==> config.mk <==
export PLATFORM = sky130hd
export DESIGN_NAME = inst_fetch
export DESIGN_NICKNAME = d
export VERILOG_FILES = /design/src/rtl/riscv_pkg.sv /design/src/rtl/fetch_buffer.sv /design/src/rtl/inst_fetch.sv
export SDC_FILE = /design/constraint.sdc
export NUM_CORES = 1
export LEC_CHECK = 0
export CAP_MARGIN = 20
export CORE_ASPECT_RATIO = 2
export CORE_MARGIN = 5
export CORE_UTILIZATION = 40
export CTS_CLUSTER_DIAMETER = 30
export DETAILED_ROUTE_END_ITERATION = 10
export HOLD_SLACK_MARGIN = 0.12
export PLACE_DENSITY_LB_ADDON = 0.08
export SYNTH_ARGS = -nofsm -noshare
export SYNTH_HDL_FRONTEND = slang
export SYNTH_HIERARCHICAL = 1
export SYNTH_SLANG_ARGS = --single-unit
==> constraint.sdc <==
create_clock -name clk -period 3.1 [get_ports clk]
set_input_delay 0.775 -clock clk [delete_from_list [all_inputs] [get_ports clk]]
set_output_delay 0.775 -clock clk [all_outputs]
set_load 0.01 [all_outputs]
==> src/rtl/riscv_pkg.sv <==
// Shared RV32I definitions: base opcodes, the canonical NOP and the fetch FSM state type.
package riscv_pkg;

    localparam logic [6:0] RTYPE     = 7'b0110011;
    localparam logic [6:0] ITYPEALO  = 7'b0010011;
    localparam logic [6:0] ITYPELOAD = 7'b0000011;
    localparam logic [6:0] STYPE     = 7'b0100011;
    localparam logic [6:0] BTYPE     = 7'b1100011;
    localparam logic [6:0] JTYPE     = 7'b1101111;
    localparam logic [6:0] JALR      = 7'b1100111;
    localparam logic [6:0] LUI       = 7'b0110111;
    localparam logic [6:0] AUIPC     = 7'b0010111;

    localparam logic [31:0] NOP_INST = 32'h0000_0013;

    typedef enum logic [1:0] {
        IDLE = 2'd0,
        REQ  = 2'd1,
        WAIT = 2'd2
    } fetch_state_t;

endpackage

==> src/rtl/fetch_buffer.sv <==
// Two-entry FIFO of {instruction, pc}; flush beats push, and a pop frees a slot for a same-cycle push.
module fetch_buffer
    import riscv_pkg::*;
#(
    parameter int XLEN = 32
) (
    input  logic            clk,
    input  logic            rst_n,
    input  logic            push,
    input  logic [31:0]     push_inst,
    input  logic [XLEN-1:0] push_pc,
    input  logic            pop,
    input  logic            flush,
    output logic [1:0]      count,
    output logic [31:0]     head_inst,
    output logic [XLEN-1:0] head_pc
);

    logic [31:0]     inst_r [2];
    logic [XLEN-1:0] pc_r [2];
    logic            rd_ptr_r;
    logic [1:0]      count_r;
    logic            wr_idx_s;
    logic            pop_ok_s;
    logic            push_ok_s;

    // With two slots the write slot is the read slot offset by the occupancy parity.
    assign wr_idx_s  = rd_ptr_r ^ count_r[0];
    assign pop_ok_s  = pop & (count_r != 2'd0) & ~flush;
    assign push_ok_s = push & ~flush & ((count_r != 2'd2) | pop_ok_s);

    // Storage, read pointer and occupancy
    always_ff @(posedge clk or negedge rst_n) begin
        if (!rst_n) begin
            for (int i = 0; i < 2; i++) begin
                inst_r[i] <= NOP_INST;
                pc_r[i]   <= {XLEN{1'b0}};
            end
            rd_ptr_r <= 1'b0;
            count_r  <= 2'd0;
        end else if (flush) begin
            rd_ptr_r <= 1'b0;
            count_r  <= 2'd0;
        end else begin
            if (push_ok_s) begin
                inst_r[wr_idx_s] <= push_inst;
                pc_r[wr_idx_s]   <= push_pc;
            end
            if (pop_ok_s) begin
                rd_ptr_r <= ~rd_ptr_r;
            end
            count_r <= count_r + {1'b0, push_ok_s} - {1'b0, pop_ok_s};
        end
    end

    assign count     = count_r;
    assign head_inst = (count_r != 2'd0) ? inst_r[rd_ptr_r] : NOP_INST;
    assign head_pc   = (count_r != 2'd0) ? pc_r[rd_ptr_r] : {XLEN{1'b0}};

endmodule

==> src/rtl/inst_fetch.sv <==
// RV32I fetch stage: owns the PC, keeps one imem request in flight, buffers two instructions for decode.
// Defining FETCH_PERF_EN adds the perf_fetched / perf_stall counters.
module inst_fetch
    import riscv_pkg::*;
#(
    parameter int              XLEN      = 32,
    parameter logic [XLEN-1:0] RESET_PC  = {XLEN{1'b0}},
    parameter int              BUF_DEPTH = 2
) (
    input  logic            clk,
    input  logic            rst_n,
    output logic            imem_req,
    output logic [XLEN-1:0] imem_addr,
    input  logic            imem_gnt,
    input  logic            imem_rvalid,
    input  logic [XLEN-1:0] imem_rdata,
    input  logic            redirect_valid,
    input  logic [XLEN-1:0] redirect_pc,
    output logic            inst_valid,
    input  logic            inst_ready,
    output logic [31:0]     inst,
    output logic [XLEN-1:0] inst_pc,
    output logic [6:0]      opcode,
    output logic [2:0]      funct3,
    output logic [6:0]      funct7,
    output logic [4:0]      rd,
    output logic [4:0]      rs1,
    output logic [4:0]      rs2
`ifdef FETCH_PERF_EN
    ,
    output logic [31:0]     perf_fetched,
    output logic [31:0]     perf_stall
`endif
);

    localparam logic [2:0] DEPTH_C = 3'(BUF_DEPTH);

    fetch_state_t    state_r, state_s;
    logic [XLEN-1:0] pc_r, pc_s;
    logic [XLEN-1:0] fetch_pc_r;
    logic            drop_r, drop_s;
    logic            push_s;
    logic            pop_s;
    logic [1:0]      count_s;
    logic [2:0]      count_after_s;
    logic [31:0]     head_inst_s;
    logic [XLEN-1:0] head_pc_s;

    assign pop_s = inst_valid & inst_ready;

    fetch_buffer #(.XLEN(XLEN)) u_buf (
        .clk       (clk),
        .rst_n     (rst_n),
        .push      (push_s),
        .push_inst (imem_rdata[31:0]),
        .push_pc   (fetch_pc_r),
        .pop       (pop_s),
        .flush     (redirect_valid),
        .count     (count_s),
        .head_inst (head_inst_s),
        .head_pc   (head_pc_s)
    );

    // FSM next state; a response already in flight is never cancelled, only marked to be dropped.
    always_comb begin
        state_s       = state_r;
        pc_s          = pc_r;
        drop_s        = drop_r;
        push_s        = 1'b0;
        count_after_s = {1'b0, count_s} - {2'b00, pop_s};
        case (state_r)
            IDLE: begin
                if (redirect_valid || ({1'b0, count_s} < DEPTH_C)) begin
                    state_s = REQ;
                end else begin
                    state_s = IDLE;
                end
            end
            REQ: begin
                if (imem_gnt) begin
                    pc_s    = pc_r + XLEN'(32'd4);
                    drop_s  = redirect_valid;
                    state_s = WAIT;
                end else begin
                    state_s = REQ;
                end
            end
            WAIT: begin
                if (imem_rvalid) begin
                    push_s        = ~drop_r & ~redirect_valid;
                    drop_s        = 1'b0;
                    count_after_s = redirect_valid ? 3'd0 : (count_after_s + {2'b00, push_s});
                    state_s       = (count_after_s < DEPTH_C) ? REQ : IDLE;
                end else begin
                    drop_s  = drop_r | redirect_valid;
                    state_s = WAIT;
                end
            end
            default: begin
                state_s = IDLE;
            end
        endcase
        pc_s = redirect_valid ? {redirect_pc[XLEN-1:2], 2'b00} : pc_s;
    end

    // FSM state, PC, drop flag and the address of the request in flight
    always_ff @(posedge clk or negedge rst_n) begin
        if (!rst_n) begin
            state_r    <= IDLE;
            pc_r       <= RESET_PC;
            drop_r     <= 1'b0;
            fetch_pc_r <= RESET_PC;
        end else begin
            state_r <= state_s;
            pc_r    <= pc_s;
            drop_r  <= drop_s;
            if ((state_r == REQ) && imem_gnt) begin
                fetch_pc_r <= pc_r;
            end
        end
    end

    assign imem_req   = (state_r == REQ);
    assign imem_addr  = pc_r;
    assign inst_valid = (count_s != 2'd0);
    assign inst       = head_inst_s;
    assign inst_pc    = head_pc_s;
    assign opcode     = head_inst_s[6:0];
    assign rd         = head_inst_s[11:7];
    assign funct3     = head_inst_s[14:12];
    assign rs1        = head_inst_s[19:15];
    assign rs2        = head_inst_s[24:20];
    assign funct7     = head_inst_s[31:25];

`ifdef FETCH_PERF_EN
    // Accepted-fetch and decode-starvation counters; cleared only by reset
    always_ff @(posedge clk or negedge rst_n) begin
        if (!rst_n) begin
            perf_fetched <= 32'd0;
            perf_stall   <= 32'd0;
        end else begin
            if (push_s) begin
                perf_fetched <= perf_fetched + 32'd1;
            end
            if (inst_ready && !inst_valid) begin
                perf_stall <= perf_stall + 32'd1;
            end
        end
    end
`endif

endmodule

==> After elaboration in Yosys (flattened, before gate mapping) <==
Cells that the tools add are included.
{ "totals": {"register_bits": 198, "inputBits": 70, "out_inout_bits": 130, "word_cells": 79} }
{ "op_classes": {"addsub": 5, "n_lt_le_gt_ge": 5, "eq_ne": 4, "muxes": 29, "bitwise": 14, "n_reduce_logical": 12} }
{ "ops": {"columns": ["cell", "n"], "rows": [
  ["two-way mux 32 bit", 12],
  ["bitwise mux 64 bit", 2],
  ["adder 32 x 3 -> 32 bit (second input constant)", 1],
  ["demux 32 bit (select 1 bit)", 1],
  ["nonzero test 2 bit", 5],
  ["two-way mux 1 bit", 8],
  ["bitwise AND 1 bit", 6],
  ["two-way mux 2 bit", 3],
  ["case mux 2 bit (3 select lines)", 1],
  ["AND reduction 2 bit", 3],
  ["greater-or-equal comparator 2 bit (second input constant)", 2],
  ["NOT 1 -> 2 bit", 2],
  ["adder 3 x 1 -> 3 bit", 1],
  ["< comparator 3 x 2 -> 1 bit (second input constant)", 1],
  ["two-way mux 3 bit", 1],
  ["NOT 1 bit", 3],
  ["subtractor 2 x 1 -> 3 bit", 1],
  ["adder 2 x 1 -> 2 bit", 1],
  ["== test 2 x 1 -> 1 bit (second input constant)", 1],
  ["== test 2 bit (second input constant)", 1],
  ["logical AND 1 bit", 2],
  ["zero test 2 bit", 1],
  ["< comparator 2 x 1 -> 1 bit (second input constant)", 1],
  ["< comparator 2 bit (second input constant)", 1],
  ["7 further kinds", 8]
]} }

==> Longest topological paths before layout <==
Gate-level depths: netlist (run 1).
{ "logic_depth": {"ltp_word": 9, "mapped_depth": 12, "mapped_depth_nobuf": 9} }

==> Cells and area by module <==
Netlist (run 1), hierarchy kept.
{ "modules_own_cells": {"columns": ["module", "instances", "cells_per_inst", "area_each_um2", "seq_area_each_um2"], "rows": [
  ["fetch_buffer", 1, 667, 6356.1, 3285.7],
  ["inst_fetch", 1, 395, 3445.8, 1576.5]
]} }

==> Worst setup path after synthesis (run 1) <==
OpenSTA, ideal clock, no wires.
{ "synth_timing": {"path_kind": "input -> register", "from": "input redirect_valid", "to": "register u_buf.count_r[0] (netlist: u_buf/count[0])", "setup_ns": 0.118, "arrival_time_ns": 2.757, "required_time_ns": 2.982, "setup_slack_ns": 0.225, "path_stages": 11, "n_path_buf": 3, "path_cell_list": "clkbuf_1 -> or2_2 -> nor2_1 -> nor2b_1 -> buf_2 -> buf_2 -> o21ai_0 -> ha_1 -> inv_1 -> ha_1 -> nor2b_1"} }
{ "synth_between": {"elab_chain_cells": 9, "word_cells_on_any_way": 11, "classes_between": "add/sub (2); mux (3); bitwise (6)"} }
{ "synth_lines": {"columns": ["element", "line", "source"], "rows": [
  ["start: declaration", "inst_fetch.sv:17", "input logic redirect_valid,"],
  ["NOT 1 bit (no source line)", null, null],
  ["bitwise AND 1 bit", "inst_fetch.sv:90", "push_s = ~drop_r & ~redirect_valid;"],
  ["two-way mux 1 bit", "inst_fetch.sv:89", "if (imem_rvalid) begin"],
  ["two-way mux 1 bit", "inst_fetch.sv:71", "case (state_r)"],
  ["named net push_s", "inst_fetch.sv:42", "logic push_s;"],
  ["bitwise AND 1 bit (2 in series)", "fetch_buffer.sv:30", "assign push_ok_s = push & ~flush & ((count_r != 2'd2) | pop_ok_s);"],
  ["adder 2 x 1 -> 2 bit", "fetch_buffer.sv:52", "count_r <= count_r + {1'b0, push_ok_s} - {1'b0, pop_ok_s};"],
  ["subtractor 2 x 1 -> 2 bit", "fetch_buffer.sv:52", null],
  ["two-way mux 2 bit", "fetch_buffer.sv:41", "end else if (flush) begin"],
  ["end signal: assignment", "fetch_buffer.sv:52", null],
  ["end: declaration", "fetch_buffer.sv:22", "logic [1:0] count_r;"]
]} }
The timed path passes the listed nets, and every way through them passes these cells.
A chain may end at the register's enable or synchronous reset.

==> Final worst setup path (run 1) <==
{ "layout_timing": {"from": "register u_buf.rd_ptr_r", "to": "output inst_pc[25]"} }
{ "layout_between": {"elab_chain_cells": 5} }
{ "layout_lines": {"columns": ["element", "line", "source"], "rows": [
  ["start: declaration", "fetch_buffer.sv:21", "logic rd_ptr_r;"],
  ["start signal: assignment", "fetch_buffer.sv:50", "rd_ptr_r <= ~rd_ptr_r;"],
  ["NOT 1 -> 2 bit (implied by the code)", "fetch_buffer.sv:58", "assign head_pc = (count_r != 2'd0) ? pc_r[rd_ptr_r] : {XLEN{1'b0}};"],
  ["two-way mux 32 bit (implied by the code) (3 in series)", "fetch_buffer.sv:58", null],
  ["two-way mux 32 bit", "fetch_buffer.sv:58", null],
  ["end: declaration", "inst_fetch.sv:22", "output logic [XLEN-1:0] inst_pc,"]
]} }
Every way passes these cells. The select of a mux whose other input is x is not followed.

==> results.py, run 1 <==
metrics = {
    "run_status": {
        "run_status": "complete, no violations",
    },
    "setup_path": {
        "cp-start-kind": "register",
        "path_cells": "buf_12 > mux2i_1 > nor2_1 > clkdlybuf4s50_1",
        "cp.required_ps": 2320,
        "crit_slowest_cell": "dfrtp_4",
        "cp-end-kind": "output pin",
        "criticalPathCategory": "register to output pin",
        "cp_data_arrival_time_ps": 2200,
        "crit_path_max_incr_delay_ps": 660,
        "worst-path-max-fanout": 16,
    },
    "synth": {
        "synth_edf_count": 0,
        "async_reset_ff_share_pct": 100,
        "synth.distinct_cells": 60,
        "yosysWarningCount": 6,
        "synth.cell_area_um2": 9800,
        "synth.ff_latch_count": 194,
        "synth-seq-area-share_pct": 49.6,
        "netlist_instances": 1062,
        "syn-mean-instance-area_um2": 9.23,
        "synth_flop_cell": "dfrtp_1",
    },
    "floorplanning": {
        "start_util_pct": 40.3,
        "core.rowCount": 81,
        "core_um2": 24300,
        "dieArea_um2": 27900,
        "ios": 200,
        "die_x_um": 121,
        "die_y_um": 231,
    },
    "clocking": {
        "clock_sinks": 194,
        "cts_root_buf": "clkbuf_16",
        "clk_pin_slew_ps": 70,
        "clockBufferDepth": 2,
        "htree_num_levels": 4,
        "clk_latency_ps": 440,
        "cts_tree": "yes",
        "numCtsBuffers": 17,
    },
    "pwr": {
        "power.density_nw_per_um2": 568,
        "irDropWorstVdd_mv": 0.335,
        "p_leak_nw": 4.94,
        "p_total_mw": 7.07,
    },
    "timing": {
        "slew_viol_final": 0,
        "finClkSkew_ps": 9.07,
        "worst_pin_slew_ps": 467,
        "setup_tns_ps": 0,
        "rsz0062_at_grt": "false",
        "fin_ws_ps": 125,
        "setup_viol": 0,
        "min_period_ps": 2970,
        "finalHoldViolations": 0,
        "relSlewSlack_pct": 68.0,
        "fin_crit_sh_pct": 96.0,
        "fmax_ghz": 0.336,
    },
    "grt": {
        "grt_start_max_net_pins": 65,
        "track_usage_pct": 20.3,
        "antenna_found_initial": 0,
        "overflow": 0,
        "grt_pass1_vias": 8328,
        "grt_pass1_wl_mm": 44.9,
    },
    "routing": {
        "routed_wl_mm": 27.9,
        "routedWlPerCell_um": 18.6,
        "via_count": 8090,
        "first_pass_iters": 7,
        "drtIter0Drc": 467,
        "route.detailed.drc": 0,
        "postRouteAntennaNets": 0,
        "vias_per_cell": 5.39,
    },
    "place": {
        "place_hpwl_mm": 18.6,
        "io_buffers": 195,
        "dp_slack_ps": 221,
        "gp_congestion": 0.842,
    },
    "finish": {
        "drive_gt1_share_pct": 8.50,
        "diodes": 0,
        "mostFrequentLayoutCell": "nand2_1",
        "final_cell_mix": "nand2_1, clkdlybuf4s50_1, dfrtp_1",
        "finish.utilization_pct": 51.1,
        "nFillCells": 2340,
        "nets": 1275,
        "syn_to_final_growth_pct": 26.9,
    },
    "hold_path": {
        "hold_class": "input pin to asynchronous set/reset pin",
    },
    "run": {
        "cap_viol_max_count": 0,
    },
}
[Yosys cell counts, types with 3 or more instances]
| master | number | area share, % |
|---|---|---|
| nor4_1 | 4 | 0.26 |
| nor2b_1 | 4 | 0.26 |
| o21ai_0 | 26 | 1.3 |
| buf_4 | 48 | 3.7 |
| inv_1 | 10 | 0.38 |
| mux2i_1 | 65 | 6.6 |
| or4b_1 | 3 | 0.31 |
| nor2_1 | 86 | 3.3 |
| nand3_1 | 10 | 0.51 |
| o22ai_2 | 10 | 1.3 |
| nand4_1 | 11 | 0.70 |
| o22ai_1 | 119 | 7.6 |
| buf_2 | 37 | 1.9 |
| buf_6 | 8 | 0.92 |
| dfrtp_1 | 188 | 48 |
| and2_1 | 5 | 0.32 |
| o41ai_1 | 3 | 0.27 |
| o31ai_1 | 9 | 0.69 |
| clkbuf_1 | 21 | 0.80 |
| xor2_1 | 5 | 0.45 |
| and4_1 | 4 | 0.36 |
| a31oi_1 | 14 | 0.89 |
| nand2_1 | 296 | 11 |
| xnor2_1 | 9 | 0.80 |
| dfstp_2 | 6 | 1.6 |
| nor3_1 | 7 | 0.36 |
| ha_1 | 4 | 0.51 |
| or4_1 | 10 | 0.77 |
[worst max-delay path: cells and delay by family, from the launching register on]
| kind | cells | cell delay (ps) |
|---|---|---|
| multiplexers | 1 | 310 |
| flip-flops | 1 | 660 |
| buffers and inverters | 2 | 710 |
| AND/OR/NAND/NOR | 1 | 70 |
[path summary, 6_finish.rpt]
kind | startpoint | endpoint | slack, ps | cells after the start
hold / removal | rst_n | u_buf/inst_r[29]$_DFFE_PN0P_ | 250 | 1
hold reg to reg | fetch_pc_r[13]$_DFFE_PN0P_ | fetch_pc_r[13]$_DFFE_PN0P_ | 470 | 2
setup reg to reg | u_buf/count[0]$_DFF_PN0_ | u_buf/count[0]$_DFF_PN0_ | 700 | 9
setup / recovery | u_buf/rd_ptr_r$_DFFE_PN0P_ | inst_pc[25] | 130 | 4
max in group asynchronous | rst_n | u_buf/inst_r[43]$_DFFE_PN0P_ | 1980 | 2
min in group clk | fetch_pc_r[13]$_DFFE_PN0P_ | fetch_pc_r[13]$_DFFE_PN0P_ | 470 | 2
[area by class of cell]
class / count / area (µm²) / area share [%]
timing repair buffer: 231 / 2380 / 19.2
clock buffer: 22 / 474 / 3.81
multi-input combinational: 746 / 4230 / 34.0
tap: 290 / 363 / 2.92
clock inverter: 9 / 82.6 / 0.664
inverter: 10 / 37.5 / 0.302
sequential: 194 / 4870 / 39.1
[per-stage QoR]
stage,hold slack [ps],area (µm²),instances
3_5_place_dp,463,11900,1470
5_1_grt,260,12400,1502
6_report,255,12400,1502
4_1_cts,246,12400,1502
3_3_place_gp,458,11900,1470
2_1_floorplan,446,9810,1065
[logic make-up (layout without fill, tap and decap cells)]
kind of cell	after synthesis	count (layout)	synth area share, %
xor gates and xnor gates	14	14	1.25
AOI/OAI and AO/OA	193	193	13.1
and+or+nand+nor	464	464	20.8
DFF	194	194	49.6
muxes	66	66	6.75
other	1	4	0.0383
buffers and inverters	125	272	7.71
adders and majority gates	5	5	0.715
[power breakdown]
part	switching [mW]	internal, mW	leakage (nW)
sequential	0.374	3.09	2.53
combinational	0.778	0.710	2.14
clock	0.949	1.16	0.272
[per-layer routing]
layer / GRT usage [%] / part of all wire [%] / vias to the layer above
met5: 0 / 0 / -
met4: 6.28 / 1.8 / 0
met3: 3.57 / 3.8 / 20
met2: 36.6 / 53 / 202
met1: 24.4 / 41 / 3953
li1: - / - / 3915
[state kept, by name, indices dropped and copies added, names as in the netlist]
signal and cells:
u_buf/inst_r 64, imem_addr 30, state_r 2, fetch_pc_r 30, u_buf/count 2, u_buf/rd_ptr_r 1
u_buf/pc_r 64, drop_r 1
[repair_timing]
item | in CTS | in global routing
setup endpoints to repair | 42 | 0
resized for setup | 0 | 0
buffers inserted | 1 | 0
endpoints found under the hold margin | 0 | 0
hold buffers | 0 | 0
(Power assumes the default switching activity.)
==> inputs of run 2 (changes only) <==
--- a/config.mk
+++ b/config.mk
@@ -6,13 +6,13 @@
 export NUM_CORES = 1
 export LEC_CHECK = 0
 export CAP_MARGIN = 20
-export CORE_ASPECT_RATIO = 2
 export CORE_MARGIN = 5
 export CORE_UTILIZATION = 40
 export CTS_CLUSTER_DIAMETER = 30
 export DETAILED_ROUTE_END_ITERATION = 10
 export HOLD_SLACK_MARGIN = 0.12
 export PLACE_DENSITY_LB_ADDON = 0.08
+export SETUP_SLACK_MARGIN = 0.2
 export SYNTH_ARGS = -nofsm -noshare
 export SYNTH_HDL_FRONTEND = slang
 export SYNTH_HIERARCHICAL = 1
==> run 2 against run 1 <==
Final area increased by 2.2%. Combinational power about the same. Global-route usage decreased by 0.72 points. Sequential cell count unchanged. Via count about the same. Worst setup slack improved by 85 ps. Die area decreased by 0.68%. First-iteration DRC count decreased by 2.6%. Critical endpoint is now inst[16].
==> results.py, run 2 (synthesized netlist as in run 1, its figures left out) <==
metrics = {
    "grt": {
        "grt_pass1_wl_mm": 45.1,
        "grt_pass1_vias": 8294,
        "grt_start_max_net_pins": 65,
        "antenna_found_initial": 0,
        "overflow": 0,
        "track_usage_pct": 19.6,
    },
    "clocking": {
        "cts_root_buf": "clkbuf_16",
        "numCtsBuffers": 17,
        "clock_sinks": 194,
        "clk_pin_slew_ps": 80,
        "hold_buffers": 0,
        "htree_num_levels": 4,
        "cts_tree": "yes",
        "clockBufferDepth": 2,
        "clk_latency_ps": 430,
    },
    "timing": {
        "setup_tns_ps": 0,
        "fmax_ghz": 0.346,
        "worst_pin_slew_ps": 548,
        "finClkSkew_ps": 10.6,
        "slew_viol_final": 0,
        "relSlewSlack_pct": 63.4,
        "finalHoldViolations": 0,
        "fin_crit_sh_pct": 93.2,
        "rsz0062_at_grt": "true",
        "min_period_ps": 2890,
        "setup_viol": 0,
    },
    "routing": {
        "postRouteAntennaNets": 0,
        "via_count": 8087,
        "vias_per_cell": 5.25,
        "drtIter0Drc": 455,
        "routedWlPerCell_um": 17.6,
        "routed_wl_mm": 27.1,
        "first_pass_iters": 5,
        "route.detailed.drc": 0,
    },
    "finish": {
        "final_cell_mix": "nand2_1, dfrtp_1, clkdlybuf4s50_1",
        "top_regs": "u_buf/inst_r (64), u_buf/pc_r (64)",
        "nFillCells": 2229,
        "diodes": 0,
        "syn_to_final_growth_pct": 29.7,
        "drive_gt1_share_pct": 9.12,
        "mostFrequentLayoutCell": "nand2_1",
        "finish.utilization_pct": 52.4,
        "nets": 1279,
    },
    "place": {
        "gp_congestion": 0.804,
        "place_hpwl_mm": 17.4,
        "io_buffers": 195,
    },
    "floorplanning": {
        "ios": 200,
        "die_y_um": 167,
        "start_util_pct": 40.4,
        "dieArea_um2": 27700,
        "core.rowCount": 57,
        "core_um2": 24200,
        "die_x_um": 167,
    },
    "pwr": {
        "power.density_nw_per_um2": 577,
        "irDropWorstVdd_mv": 0.293,
        "p_leak_nw": 5.40,
    },
    "setup_path": {
        "cp.required_ps": 2320,
        "cp_data_arrival_time_ps": 2110,
        "cp-start-kind": "register",
        "criticalPathCategory": "register to output pin",
        "path_cells": "buf_12 > buf_4 > mux2i_1 > nor2_1 > clkdlybuf4s50_1",
        "cp-end-kind": "output pin",
        "crit_slowest_cell": "clkdlybuf4s50_1",
        "worst-path-max-fanout": 6,
        "crit_path_max_incr_delay_ps": 570,
    },
    "run_status": {
        "run_status": "complete, no violations",
    },
    "hold_path": {
        "hold_class": "input pin to asynchronous set/reset pin",
    },
    "run": {
        "cap_viol_max_count": 0,
    },
}
[run 2: layout make-up]
| type | count | area [µm²] | area share, % |
|---|---|---|---|
| Clock buffer | 17 | 425 | 3.35 |
| Clock inverter | 15 | 218 | 1.71 |
| Inverter | 10 | 37.5 | 0.295 |
| Multi-Input combinational cell | 746 | 4230 | 33.3 |
| Sequential cell | 194 | 4870 | 38.3 |
| Tap cell | 324 | 405 | 3.19 |
| Timing Repair Buffer | 235 | 2530 | 19.9 |
[run 2: routing by layer]
layer	track usage, %	wire [µm]	vias up	part of all wire, %
li1	-	-	3953	-
met2	31.5	12700	246	47
met5	0	0	-	0
met4	4.27	195	0	0.72
met3	3.27	1380	11	5.1
met1	28.0	12900	3877	48
[run 2: metrics by stage]
| stage | std cells | area, µm² | hold slack [ps] | setup WS [ps] | total power, mW |
|---|---|---|---|---|---|
| final | 1541 | 12700 | 336 | 210 | 7.33 |
| after global routing | 1541 | 12700 | 354 | 126 | 7.80 |
| after CTS | 1538 | 12600 | 340 | 154 | 7.43 |
| after detailed placement | 1502 | 11900 | 464 | 178 | 5.01 |
| after global placement | 1502 | 11900 | 460 | 207 | 4.97 |
| after floorplan | 1065 | 9810 | 446 | 225 | 4.40 |
[run 2: report_power, final]
part	total (mW)	switching (mW)	internal (mW)	leakage, nW
sequential	3.48	0.394	3.09	2.53
clock	2.38	1.06	1.32	0.315
combinational	1.47	0.766	0.702	2.56
total	7.33	2.22	5.11	5.40
[run 2: final timing paths]
path / endpoint / cells past startpoint / slack (ps) / start
min in group clk: u_buf/inst_r[1]$_DFFE_PN1P_ / 2 / 470 / u_buf/inst_r[1]$_DFFE_PN1P_
setup / recovery: inst[16] / 5 / 210 / u_buf/rd_ptr_r$_DFFE_PN0P_
hold reg to reg: u_buf/inst_r[1]$_DFFE_PN1P_ / 2 / 470 / u_buf/inst_r[1]$_DFFE_PN1P_
max in group asynchronous: u_buf/inst_r[30]$_DFFE_PN0P_ / 2 / 1920 / rst_n
hold / removal: u_buf/inst_r[52]$_DFFE_PN0P_ / 1 / 340 / rst_n
setup reg to reg: state_r[0]$_DFF_PN0_ / 9 / 690 / u_buf/count[0]$_DFF_PN0_
[run 2: worst max-delay path: cells and delay by family (launching register included)]
kind	cells	cell delay, ps
AND/OR/NAND/NOR	1	170
multiplexers	1	130
flip-flops	1	490
buffers and inverters	3	900
[run 2: what timing repair did]
item                       4_1_cts  5_1_grt
setup endpoints to repair       87       48
setup buffers                    4        3
pin swaps                        1        0
gates resized for setup          0       27
==> inputs of run 3 (changes only) <==
--- a/config.mk
+++ b/config.mk
@@ -6,7 +6,7 @@
 export NUM_CORES = 1
 export LEC_CHECK = 0
 export CAP_MARGIN = 20
-export CORE_MARGIN = 5
+export CORE_MARGIN = 4
 export CORE_UTILIZATION = 40
 export CTS_CLUSTER_DIAMETER = 30
 export DETAILED_ROUTE_END_ITERATION = 10
==> run 3 against run 2 <==
Total power is 1.7% lower. Non-clock buffer count increased by 3. Worst setup slack better by 50 ps. Worst hold slack got worse by 29 ps. Combinational power barely moved. Wire length grew 1.0%. Critical path depth is the same. Die area shrank 2.4%. Sequential cell count unchanged. Global-route usage rose by 0.42 points. Final cell count increased by 0.19%. Core utilization increased by 0.22 points. Critical endpoint is now inst[15].
==> results.py, run 3 (synthesized netlist as in run 1, its figures left out) <==
metrics = {
    "routing": {
        "routed_wl_mm": 27.4,
        "drtIter0Drc": 524,
        "postRouteAntennaNets": 0,
        "first_pass_iters": 5,
        "routedWlPerCell_um": 17.8,
        "route.detailed.drc": 0,
        "via_count": 8160,
        "vias_per_cell": 5.28,
    },
    "timing": {
        "setup_tns_ps": 0,
        "setup_viol": 0,
        "min_period_ps": 2840,
        "worst_pin_slew_ps": 507,
        "finalHoldViolations": 0,
        "slew_viol_final": 0,
        "relSlewSlack_pct": 66.2,
        "fin_ws_ps": 260,
        "finClkSkew_ps": 10.3,
        "fmax_ghz": 0.352,
        "whs_ps": 307,
        "fin_crit_sh_pct": 91.6,
        "rsz0062_at_grt": "false",
    },
    "place": {
        "placed_cell_area_um2": 11900,
        "placed_cells": 1505,
        "place_hpwl_mm": 17.4,
        "gp_congestion": 0.800,
        "dp_slack_ps": 165,
        "io_buffers": 195,
    },
    "finish": {
        "final_area_um2": 12800,
        "syn_to_final_growth_pct": 30.2,
        "nFillCells": 2235,
        "diodes": 0,
        "mostFrequentLayoutCell": "nand2_1",
        "final_cell_mix": "nand2_1, dfrtp_1, clkdlybuf4s50_1",
        "top_regs": "u_buf/inst_r (64), u_buf/pc_r (64)",
        "nets": 1282,
        "register_area_um2": 4870,
        "multi_input_area_um2": 4230,
        "layout.cells.non_filler": 1544,
        "drive_gt1_share_pct": 9.43,
    },
    "floorplanning": {
        "start_util_pct": 40.4,
        "core.rowCount": 57,
        "die_y_um": 165,
        "core_um2": 24200,
        "dieArea_um2": 27100,
        "ios": 200,
        "die_x_um": 165,
    },
    "clocking": {
        "clockBufferDepth": 2,
        "clock_sinks": 194,
        "cts_root_buf": "clkbuf_16",
        "cts_tree": "yes",
        "clk_latency_ps": 430,
        "htree_num_levels": 4,
        "clk_pin_slew_ps": 80,
        "numCtsBuffers": 17,
        "hold_buffers": 0,
    },
    "run_status": {
        "run_status": "complete, no violations",
    },
    "setup_path": {
        "cp_data_arrival_time_ps": 2060,
        "cp-end-kind": "output pin",
        "cp-start-kind": "register",
        "criticalPathCategory": "register to output pin",
        "cp.required_ps": 2320,
        "worst-path-max-fanout": 18,
    },
    "grt": {
        "grt_pass1_wl_mm": 43.3,
        "track_usage_pct": 20.0,
        "antenna_found_initial": 0,
        "overflow": 0,
        "grt_pass1_vias": 7994,
        "grt_start_max_net_pins": 61,
    },
    "pwr": {
        "power.density_nw_per_um2": 565,
        "irDropWorstVdd_mv": 0.300,
        "p_leak_nw": 6.08,
    },
    "run": {
        "cap_viol_max_count": 0,
    },
    "hold_path": {
        "hold_class": "input pin to asynchronous set/reset pin",
    },
}
-- run 3: cell types whose count changed in the layout (fill, tap and decap cells not counted), moves of 2 or more --
cell	delta
buf_12	-3
clkdlybuf4s50_1	-38
clkinv_8	-2
dlymetal6s2s_1	+36
buf_4	+6
dlygate4sd2_1	+2
-- run 3: what timing repair did --
item	in CTS	in global routing
endpoints found under the setup margin	96	68
resized for setup	4	63
setup buffers	7	0
-- run 3: final timing paths --
kind | start | endpoint | slack [ps] | cells past startpoint
worst max register to register | u_buf/count[0]$_DFF_PN0_ | state_r[0]$_DFF_PN0_ | 660 | 9
worst max-delay path | u_buf/rd_ptr_r$_DFFE_PN0P_ | inst[15] | 260 | 5
worst min register to register | u_buf/inst_r[0]$_DFFE_PN1P_ | u_buf/inst_r[0]$_DFFE_PN1P_ | 480 | 2
max in group asynchronous | rst_n | u_buf/inst_r[9]$_DFFE_PN0P_ | 1990 | 2
worst min-delay path | rst_n | u_buf/inst_r[44]$_DFFE_PN0P_ | 310 | 1
min in group clk | u_buf/inst_r[0]$_DFFE_PN1P_ | u_buf/inst_r[0]$_DFFE_PN1P_ | 480 | 2
-- run 3: routing by layer --
| layer | routed length (µm) | track usage (%) | vias up |
|---|---|---|---|
| li1 | - | - | 3942 |
| met1 | 12600 | 28.8 | 3917 |
| met2 | 12700 | 31.2 | 281 |
| met3 | 1760 | 3.97 | 20 |
| met4 | 332 | 4.95 | 0 |
| met5 | 0 | 0 | - |
-- run 3: area by class of cell --
class	count	share of cell area (%)
Multi-Input combinational cell	746	33.2
Inverter	10	0.294
Sequential cell	194	38.1
Tap cell	324	3.18
Clock inverter	14	1.29
Timing Repair Buffer	238	20.5
Clock buffer	18	3.44
-- run 3: critical path, stage by stage, from the launching register on --
cell	delay, ps
dfrtp_4	510
buf_12	150
buf_12	160
mux2i_1	120
nor2_1	140
clkdlybuf4s50_1	560
-- run 3: metrics by stage --
| step | power, mW | util (%) |
|---|---|---|
| after floorplan | 4.40 | - |
| after global placement | 4.96 | 49.1 |
| after detailed placement | 5.00 | 49.1 |
| after CTS | 7.30 | 52.0 |
| after global routing | 7.64 | 52.6 |
| final | 7.21 | 52.6 |
-- run 3: report_power, final --
group	switching [mW]	internal (mW)	leakage, nW	total, mW
combinational	0.761	0.700	3.26	1.46
clock	1.02	1.24	0.297	2.26
sequential	0.396	3.09	2.53	3.49
total	2.18	5.03	6.08	7.21
